File: src/rtl/fscmos_tx.sv
// Purpose: parallel CMOS sensor emulator producing vsync/href/data frames with a selectable test pattern.
// Latency: all outputs registered; vsync/busy rise on the edge that samples enable high in IDLE.
// Backpressure: none; once started, a frame always runs to completion (only cmos_reset aborts it).
module fscmos_tx #(
  parameter int C_OUT_WIDTH = 8,
  parameter int C_H_ACTIVE  = 640,
  parameter int C_H_BLANK   = 144,
  parameter int C_V_SYNC    = 3,
  parameter int C_V_BACK    = 17,
  parameter int C_V_ACTIVE  = 480,
  parameter int C_V_FRONT   = 10
) (
  input  logic                   cmos_pclk,
  input  logic                   cmos_reset,
  input  logic                   enable,
  input  logic [1:0]             pattern_sel,
  output logic                   cmos_vsync,
  output logic                   cmos_href,
  output logic [C_OUT_WIDTH-1:0] cmos_data,
  output logic                   frame_done,
  output logic                   busy
);

  localparam int L     = C_H_ACTIVE + C_H_BLANK;
  localparam int HW    = $clog2(L);
  localparam int VMAX1 = (C_V_SYNC > C_V_BACK) ? C_V_SYNC : C_V_BACK;
  localparam int VMAX2 = (C_V_ACTIVE > C_V_FRONT) ? C_V_ACTIVE : C_V_FRONT;
  localparam int VMAX  = (VMAX1 > VMAX2) ? VMAX1 : VMAX2;
  localparam int VW    = $clog2(VMAX + 1);
  localparam int BAR_W = C_H_ACTIVE / 8;

  typedef enum logic [2:0] {
    S_IDLE,
    S_VSYNC,
    S_VBACK,
    S_ACTIVE,
    S_VFRONT
  } state_t;

  state_t                 state_q, state_d;
  logic [HW-1:0]          h_q, h_d;
  logic [VW-1:0]          v_q, v_d;
  logic [1:0]             mode_q, mode_d;
  logic [C_OUT_WIDTH-1:0] frame_cnt_q, frame_cnt_d;

  logic                   vsync_q, vsync_d;
  logic                   href_q, href_d;
  logic [C_OUT_WIDTH-1:0] data_q, data_d;
  logic                   done_q, done_d;
  logic                   busy_q, busy_d;

  logic                   line_end;
  logic                   last_line;
  logic [HW-1:0]          bar;
  logic [C_OUT_WIDTH-1:0] pix;

  // Next-state logic: line/pixel counters and frame sequencing.
  always_comb begin
    state_d     = state_q;
    h_d         = h_q;
    v_d         = v_q;
    mode_d      = mode_q;
    frame_cnt_d = frame_cnt_q;
    line_end    = (h_q == HW'(L - 1));
    last_line   = 1'b0;

    case (state_q)
      S_VSYNC:  last_line = (v_q == VW'(C_V_SYNC - 1));
      S_VBACK:  last_line = (v_q == VW'(C_V_BACK - 1));
      S_ACTIVE: last_line = (v_q == VW'(C_V_ACTIVE - 1));
      S_VFRONT: last_line = (v_q == VW'(C_V_FRONT - 1));
      default:  last_line = 1'b0;
    endcase

    if (state_q == S_IDLE) begin
      h_d = '0;
      v_d = '0;
      if (enable) begin
        state_d = S_VSYNC;
        mode_d  = pattern_sel;
      end
    end else begin
      h_d = line_end ? '0 : h_q + 1'b1;
      if (line_end) begin
        if (last_line) begin
          // v_cnt restarts with every state change so it doubles as the active line index.
          v_d = '0;
          case (state_q)
            S_VSYNC:  state_d = S_VBACK;
            S_VBACK:  state_d = S_ACTIVE;
            S_ACTIVE: state_d = S_VFRONT;
            default: begin
              frame_cnt_d = frame_cnt_q + 1'b1;
              if (enable) begin
                state_d = S_VSYNC;
                mode_d  = pattern_sel;
              end else begin
                state_d = S_IDLE;
              end
            end
          endcase
        end else begin
          v_d = v_q + 1'b1;
        end
      end
    end
  end

  // Output decode from the next state so every output comes straight from a flop.
  always_comb begin
    bar = h_d / HW'(BAR_W);
    case (mode_q)
      2'd0:    pix = C_OUT_WIDTH'(h_d);
      2'd1:    pix = C_OUT_WIDTH'(v_d);
      2'd2:    pix = C_OUT_WIDTH'(bar) << (C_OUT_WIDTH - 3);
      default: pix = C_OUT_WIDTH'(h_d) ^ frame_cnt_q;
    endcase
    vsync_d = (state_d == S_VSYNC);
    href_d  = (state_d == S_ACTIVE) && (h_d < HW'(C_H_ACTIVE));
    data_d  = href_d ? pix : '0;
    done_d  = (state_d == S_VFRONT) && (h_d == HW'(L - 1)) && (v_d == VW'(C_V_FRONT - 1));
    busy_d  = (state_d != S_IDLE);
  end

  // State, counters and registered outputs; reset aborts any frame in progress.
  always_ff @(posedge cmos_pclk) begin
    if (cmos_reset) begin
      state_q     <= S_IDLE;
      h_q         <= '0;
      v_q         <= '0;
      mode_q      <= '0;
      frame_cnt_q <= '0;
      vsync_q     <= 1'b0;
      href_q      <= 1'b0;
      data_q      <= '0;
      done_q      <= 1'b0;
      busy_q      <= 1'b0;
    end else begin
      state_q     <= state_d;
      h_q         <= h_d;
      v_q         <= v_d;
      mode_q      <= mode_d;
      frame_cnt_q <= frame_cnt_d;
      vsync_q     <= vsync_d;
      href_q      <= href_d;
      data_q      <= data_d;
      done_q      <= done_d;
      busy_q      <= busy_d;
    end
  end

  assign cmos_vsync = vsync_q;
  assign cmos_href  = href_q;
  assign cmos_data  = data_q;
  assign frame_done = done_q;
  assign busy       = busy_q;

endmodule

File: config.mk
export PLATFORM = sky130hd
export DESIGN_NAME = fscmos_tx
export DESIGN_NICKNAME = d
export VERILOG_FILES = /design/src/rtl/fscmos_tx.sv
export SDC_FILE = /design/constraint.sdc
export NUM_CORES = 1
export LEC_CHECK = 0
export ABC_CLOCK_PERIOD_IN_PS = 4550
export BUFFER_PORTS_ARGS = -buffer_cell sky130_fd_sc_hd__buf_4
export CORE_MARGIN = 4
export CORE_UTILIZATION = 30
export DETAILED_ROUTE_END_ITERATION = 8
export PLACE_DENSITY = 0.47
export SLEW_MARGIN = 0
export SYNTH_ARGS = -nofsm -noshare
export SYNTH_HDL_FRONTEND = slang
export SYNTH_SLANG_ARGS = --single-unit
File: constraint.sdc
create_clock -name cmos_pclk -period 4.55 [get_ports cmos_pclk]
set_clock_uncertainty 0.1 [all_clocks]
set_input_delay 0.2275 -clock cmos_pclk [delete_from_list [all_inputs] [get_ports cmos_pclk]]
set_output_delay 0.2275 -clock cmos_pclk [all_outputs]
set_load 0.02 [all_outputs]
==> impl_metrics.json, run 1 <==
{
  "drt_iter0_drc": 167,
  "dp_cells": 457,
  "dp_slack_ns": 1.45,
  "cp_cell_sequence": "ha_1 -> nand3_1 -> nor3_2 -> nand3_1 -> o32ai_4 -> a311oi_1 -> a211o_1 -> a21oi_1",
  "dp_hpwl_um": 5770,
  "holdWs_ns": 0.0697,
  "cp-start-kind": "register",
  "antenna_found_initial": 0,
  "ir_drop_v": 0.000118,
  "fp.dieH_um": 105,
  "synth_seq_cells": 44,
  "mappedNetlistNets": 356,
  "final_common_cell": "dfxtp_1",
  "crit_fanout": 10,
  "synth_area_leader_cell": "dfxtp_1",
  "period_needed_ns": 3.11,
  "wl_um": 7750,
  "pin_count": 17,
  "std_cell_rows": 35,
  "post-cts-setup-buffers": 0,
  "nets": 361,
  "max_slew_margin_pct": 53.7,
  "synth_area_mm2": 0.00282,
  "htree_levels": 2,
  "syn-instance-count": 348,
  "grt_max_degree": 30,
  "status": "finished, final reports clean",
  "synth_top_area_share_pct": 31.2,
  "post-route-period-util_pct": 68.4,
  "ctsResizeCount": 0,
  "hold_viol": 0,
  "drc": 0,
  "cts_hold_buf": 0,
  "setup_slack_ns": 1.44,
  "reg2regPathDepth": 8,
  "initial_core_util_pct": 30.7,
  "path_class": "reg -> reg",
  "ys_warn_count": 0,
  "cpMostUsedCell": "nand3_1",
  "cts_root_buffer": "clkbuf_8",
  "min_from": "pattern_sel[1]",
  "grt_use_total_pct": 14.5,
  "synth_cell_types": 65,
  "wl_per_cell_um": 16.7,
  "synthTopCellsByArea": "dfxtp_1 (31%), xnor2_1 (5.0%), nor2_1 (4.3%)",
  "area_delta_synth_final_pct": 9.13,
  "die-area_mm2": 0.0110,
  "reg2reg_slack_ns": 1.44,
  "grt_overflow": 0,
  "gp_congestion": 0.824,
  "cts_tree": "yes",
  "coreArea_mm2": 0.00920,
  "fmax_mhz": 321,
  "startpoint": "h_q[0]",
  "critical_path.slowest_cell": "nor3_2",
  "holdPathStages": 3,
  "mostFrequentLayoutCells": "dfxtp_1 (44), nor2_1 (32), nand2_1 (30)",
  "cp.arrival_ns": 3.22,
  "synth_edf_count": 0,
  "tightest_slew_ns": 0.689,
  "hold_path_class": "in -> reg",
  "clock_latency_ns": 0.30,
  "firstDrtPassIters": 4,
  "max_cap_violations": 0,
  "async_flop_share_pct": 0,
  "p_leak_nw": 1.09,
  "grt_pass1_vias": 2470,
  "end_kind": "register",
  "num_vias": 2577,
  "rsz0062_at_grt": "no",
  "postSynthAreaPerCell_um2": 8.11,
  "powerDensity_mw_per_mm2": 252,
  "diodes": 0,
  "cp.required_ns": 4.66,
  "worstHoldEndpoint": "mode_q[1]",
  "slew_violations": 0,
  "cts.sinks": 44,
  "synth-seq-area-share_pct": 31.2,
  "r2r_start": "h_q[0]",
  "ant_nets": 0,
  "r2r-end": "cmos_data[2]",
  "max_stage_delay_ns": 0.56,
  "clk_pin_slew_ns": 0.10,
  "cts_max_path_buffers": 2,
  "fin_cells": 465,
  "grt_pass1_wl_um": 13000,
  "numCtsBuffers": 5,
  "drive_gt1_share_pct": 12.4,
  "synth-main-ff-cell": "dfxtp_1",
  "tns_ns": 0,
  "total_power_uw": 777,
  "setup_violations": 0,
  "die_x_um": 105,
  "port_buffers": 16,
  "viasPerCell": 5.54
}
## per-layer routing
metal / track usage, % / wire length (um) / up-vias
met4: 2.81 / 44 / 0
met1: 21.5 / 3940 / 1190
li1: - / - / 1320
met5: 0 / 0 / -
met3: 2.41 / 351 / 4
met2: 22.0 / 3410 / 63
## synthesized netlist by cell type, types with 2 or more instances
cell type   n
a22oi_1     2
clkbuf_8    4
and3_2      2
nor3_1     22
dfxtp_1    44
nor4b_1     3
and2_1      4
a21o_1      2
a31oi_1     4
and3_1      8
or3_1       5
o21ai_0     9
and4bb_2    2
a21oi_1    17
ha_1        3
o22ai_1     3
nand4_1    11
o211ai_1    7
o2111ai_1   2
nand3_1    11
o21a_1      4
mux2i_1     6
nor3_2      2
and4_1      3
nand2_1    30
buf_4       2
or2_2       3
a211oi_1    6
a32o_1      2
or4_1       3
xnor2_1    16
xor2_1      9
nor2_1     32
o31ai_1     4
a211o_1     2
inv_1       9
nor4_1      9
clkbuf_1   14
## cells by family after synthesis
group                      after synthesis  share of synthesized area [%]
buffers and inverters                   31                           6.11
xor gates and xnor gates                25                           7.75
muxes                                    6                           2.13
adders and majority gates                3                           1.33
AOI/OAI and AO/OA                       79                           20.5
and+or+nand+nor                        160                           31.0
DFF                                     44                           31.2
## through the flow
| step | instance area, um2 | utilization (%) |
|---|---|---|
| 3_3_place_gp | 2970 | 32.3 |
| 5_1_grt | 3080 | 33.5 |
| 4_1_cts | 3080 | 33.5 |
| 3_5_place_dp | 2970 | 32.3 |
| 2_1_floorplan | 2820 | - |
| 6_report | 3080 | 33.5 |
## state kept, by name, summed over array words and instances, names as in the netlist
| register | flops |
|---|---|
| cmos_data | 8 |
| mode_q | 2 |
| h_q | 10 |
| busy | 1 |
| cmos_href | 1 |
| state_q | 3 |
| v_q | 9 |
| frame_cnt_q | 8 |
| frame_done | 1 |
| cmos_vsync | 1 |
## area by class of cell
cell class / count / area (um2)
clock inverter: 2 / 35.0
sequential: 44 / 881
clock buffer: 6 / 72.6
timing repair buffer: 20 / 150
inverter: 9 / 33.8
fill: 975 / 6110
tap: 111 / 139
multi-input combinational: 273 / 1770
## critical path, delay by kind of cell, from the launching register on
family / cells / cell delay [ns]
flip-flops: 1 / 0.54
adder cells (fa/ha/maj): 1 / 0.31
AO/OA/AOI/OAI: 4 / 1.02
AND/OR/NAND/NOR: 3 / 1.04
## power breakdown
part	internal [mW]	switching (mW)	leakage [nW]
logic	0.0272	0.0485	0.681
clock network	0.163	0.137	0.0552
registers	0.390	0.0114	0.356
## worst max path at each step
stage,end
2_1_floorplan,cmos_data[5]
3_3_place_gp,cmos_data[1]
3_5_place_dp,cmos_data[1]
4_1_cts,cmos_data[1]
5_1_grt,cmos_data[2]
6_report,cmos_data[2]
No activity file was read; power rests on OpenSTA's default activity.
==> run 2: changes to the inputs <==
--- a/config.mk
+++ b/config.mk
@@ -5,12 +5,12 @@
 export SDC_FILE = /design/constraint.sdc
 export NUM_CORES = 1
 export LEC_CHECK = 0
-export ABC_CLOCK_PERIOD_IN_PS = 4550
+export ABC_CLOCK_PERIOD_IN_PS = 2760
 export BUFFER_PORTS_ARGS = -buffer_cell sky130_fd_sc_hd__buf_4
 export CORE_MARGIN = 4
 export CORE_UTILIZATION = 30
 export DETAILED_ROUTE_END_ITERATION = 8
-export PLACE_DENSITY = 0.47
+export PLACE_DENSITY = 0.49
 export SLEW_MARGIN = 0
 export SYNTH_ARGS = -nofsm -noshare
 export SYNTH_HDL_FRONTEND = slang
==> constraint.sdc (replaced) <==
create_clock -name cmos_pclk -period 2.76 [get_ports cmos_pclk]
set_clock_uncertainty 0.1 [all_clocks]
set_input_delay 0.138 -clock cmos_pclk [delete_from_list [all_inputs] [get_ports cmos_pclk]]
set_output_delay 0.138 -clock cmos_pclk [all_outputs]
set_load 0.02 [all_outputs]
==> impl_metrics.json, run 2 (same netlist as run 1, synthesis figures left out) <==
{
  "final_common_cell": "buf_4",
  "coreArea_mm2": 0.00920,
  "pwr-share-seq_pct": 52.3,
  "cts_root_buffer": "clkbuf_8",
  "min_from": "cmos_reset",
  "die_x_um": 105,
  "p_switching_uw": 367,
  "drt_iter0_drc": 267,
  "hold_viol": 0,
  "gp_congestion": 0.907,
  "dp_cells": 480,
  "pin_count": 17,
  "reg2reg_slack_ns": 0.13,
  "cts_tree": "yes",
  "fmax_mhz": 380,
  "die-area_mm2": 0.0110,
  "cts.sinks": 44,
  "path_class": "reg -> reg",
  "dp_hpwl_um": 6240,
  "wl_um": 8390,
  "rsz0062_at_grt": "no",
  "firstDrtPassIters": 4,
  "fp.dieH_um": 105,
  "worstHoldEndpoint": "mode_q[0]",
  "p_int_uw": 882,
  "num_vias": 2771,
  "cp.required_ns": 2.89,
  "largest_reg_flops": 10,
  "post-cts-setup-buffers": 0,
  "final_cell_area_mm2": 0.00332,
  "numCtsBuffers": 5,
  "combPwrFrac_pct": 12.6,
  "setup_violations": 0,
  "powerDensity_mw_per_mm2": 376,
  "post-route-period-util_pct": 95.4,
  "clk_pin_slew_ns": 0.10,
  "grt_use_total_pct": 14.8,
  "fin_cells": 492,
  "period_needed_ns": 2.63,
  "tns_ns": 0,
  "reg2regPathDepth": 7,
  "crit_fanout": 6,
  "clkPwrFrac_pct": 35.1,
  "grt.met1_usage_pct": 21.1,
  "hold_path_class": "in -> reg",
  "gr-usage-met3_pct": 2.84,
  "r2r_start": "v_q[2]",
  "initial_core_util_pct": 30.7,
  "slew_violations": 0,
  "drive_gt1_share_pct": 19.9,
  "diodes": 0,
  "htree_levels": 2,
  "end_kind": "register",
  "mostFrequentLayoutCells": "buf_4 (43), dfxtp_1 (42), nor2_1 (32)",
  "tightest_slew_ns": 0.708,
  "p_leak_nw": 1.22,
  "ant_nets": 0,
  "busiest_layer": "met2",
  "largest-register": "h_q",
  "cp.arrival_ns": 2.77,
  "wl_per_cell_um": 17.1,
  "r2r-end": "cmos_data[6]",
  "cp-start-kind": "register",
  "grt_max_degree": 30,
  "place_area_mm2": 0.00315,
  "max_slew_margin_pct": 52.5,
  "ir_drop_v": 0.000198,
  "viasPerCell": 5.63,
  "use_met2_pct": 22.7,
  "std_cell_rows": 35,
  "port_buffers": 16,
  "holdPathStages": 2,
  "cts_max_path_buffers": 2,
  "nets": 388,
  "reg_top3": "h_q: 10 flops, v_q: 9 flops",
  "grt_pass1_vias": 2582,
  "antenna_found_initial": 0,
  "drc": 0,
  "grt_pass1_wl_um": 13200,
  "startpoint": "v_q[2]",
  "utilization_pct": 36.1,
  "total_power_mw": 1.25,
  "area_delta_synth_final_pct": 17.6,
  "sw_frac_of_total_pct": 29.4,
  "clock_latency_ns": 0.30,
  "max_cap_violations": 0,
  "status": "finished, final reports clean",
  "grt_overflow": 0
}
==> run 2: cell count changes in the layout (fill, tap and decap cells not counted), moves of 2 or more <==
cell and change:
dfxtp_1 -2, buf_4 +23, dfxtp_2 +2, nor4_2 +3, nor4_1 -3, dlygate4sd3_1 +3
==> run 2: routing by layer <==
| metal | vias to the layer above | wire (um) |
|---|---|---|
| li1 | 1369 | - |
| met1 | 1315 | 4340 |
| met2 | 79 | 3600 |
| met3 | 8 | 327 |
| met4 | 0 | 124 |
| met5 | - | 0 |
==> run 2: cell type report <==
| cell class | instances | area, um2 |
|---|---|---|
| fill | 969 | 5880 |
| tap | 111 | 139 |
| sequential | 44 | 883 |
| multi-input combinational | 274 | 1820 |
| clock buffer | 5 | 68.8 |
| timing repair buffer | 46 | 353 |
| inverter | 9 | 33.8 |
| clock inverter | 3 | 21.3 |
==> run 2: power groups by stage <==
| stage | clock (mW) | sequential [mW] | combinational [mW] |
|---|---|---|---|
| after floorplan | 0 | 0.666 | 0.0962 |
| after global placement | 0 | 0.668 | 0.147 |
| after detailed placement | 0 | 0.668 | 0.145 |
| after CTS | 0.451 | 0.653 | 0.150 |
| after global routing | 0.478 | 0.655 | 0.169 |
| final | 0.439 | 0.654 | 0.157 |
==> run 2: critical path, stage by stage, from the launching register on <==
cell and delay (ns):
dfxtp_1 0.40, nand2_1 0.06, or4_1 0.52, a32o_2 0.37
o32ai_4 0.34, a311oi_4 0.15, a211o_2 0.41, a211oi_2 0.21
==> run 2: how the worst max path moves through the flow <==
stage,endpoint
after floorplan,cmos_data[5]
after global placement,cmos_data[5]
after detailed placement,cmos_data[5]
after CTS,cmos_data[5]
after global routing,cmos_data[5]
final,cmos_data[6]
==> run 2: per-stage QoR <==
| stage | hold WS (ns) | setup slack (ns) |
|---|---|---|
| after CTS | 0.117 | 0.00988 |
| after floorplan | 0.155 | 0.318 |
| after detailed placement | 0.284 | 0.0408 |
| after global routing | 0.127 | 0.0260 |
| final | 0.116 | 0.127 |
| after global placement | 0.278 | 0.120 |
==> run 2: repair_timing <==
item                       CTS  global route
resized for setup            0             9
hold endpoints to repair     3             0
hold buffers                 3             0
setup endpoints to repair    0            11
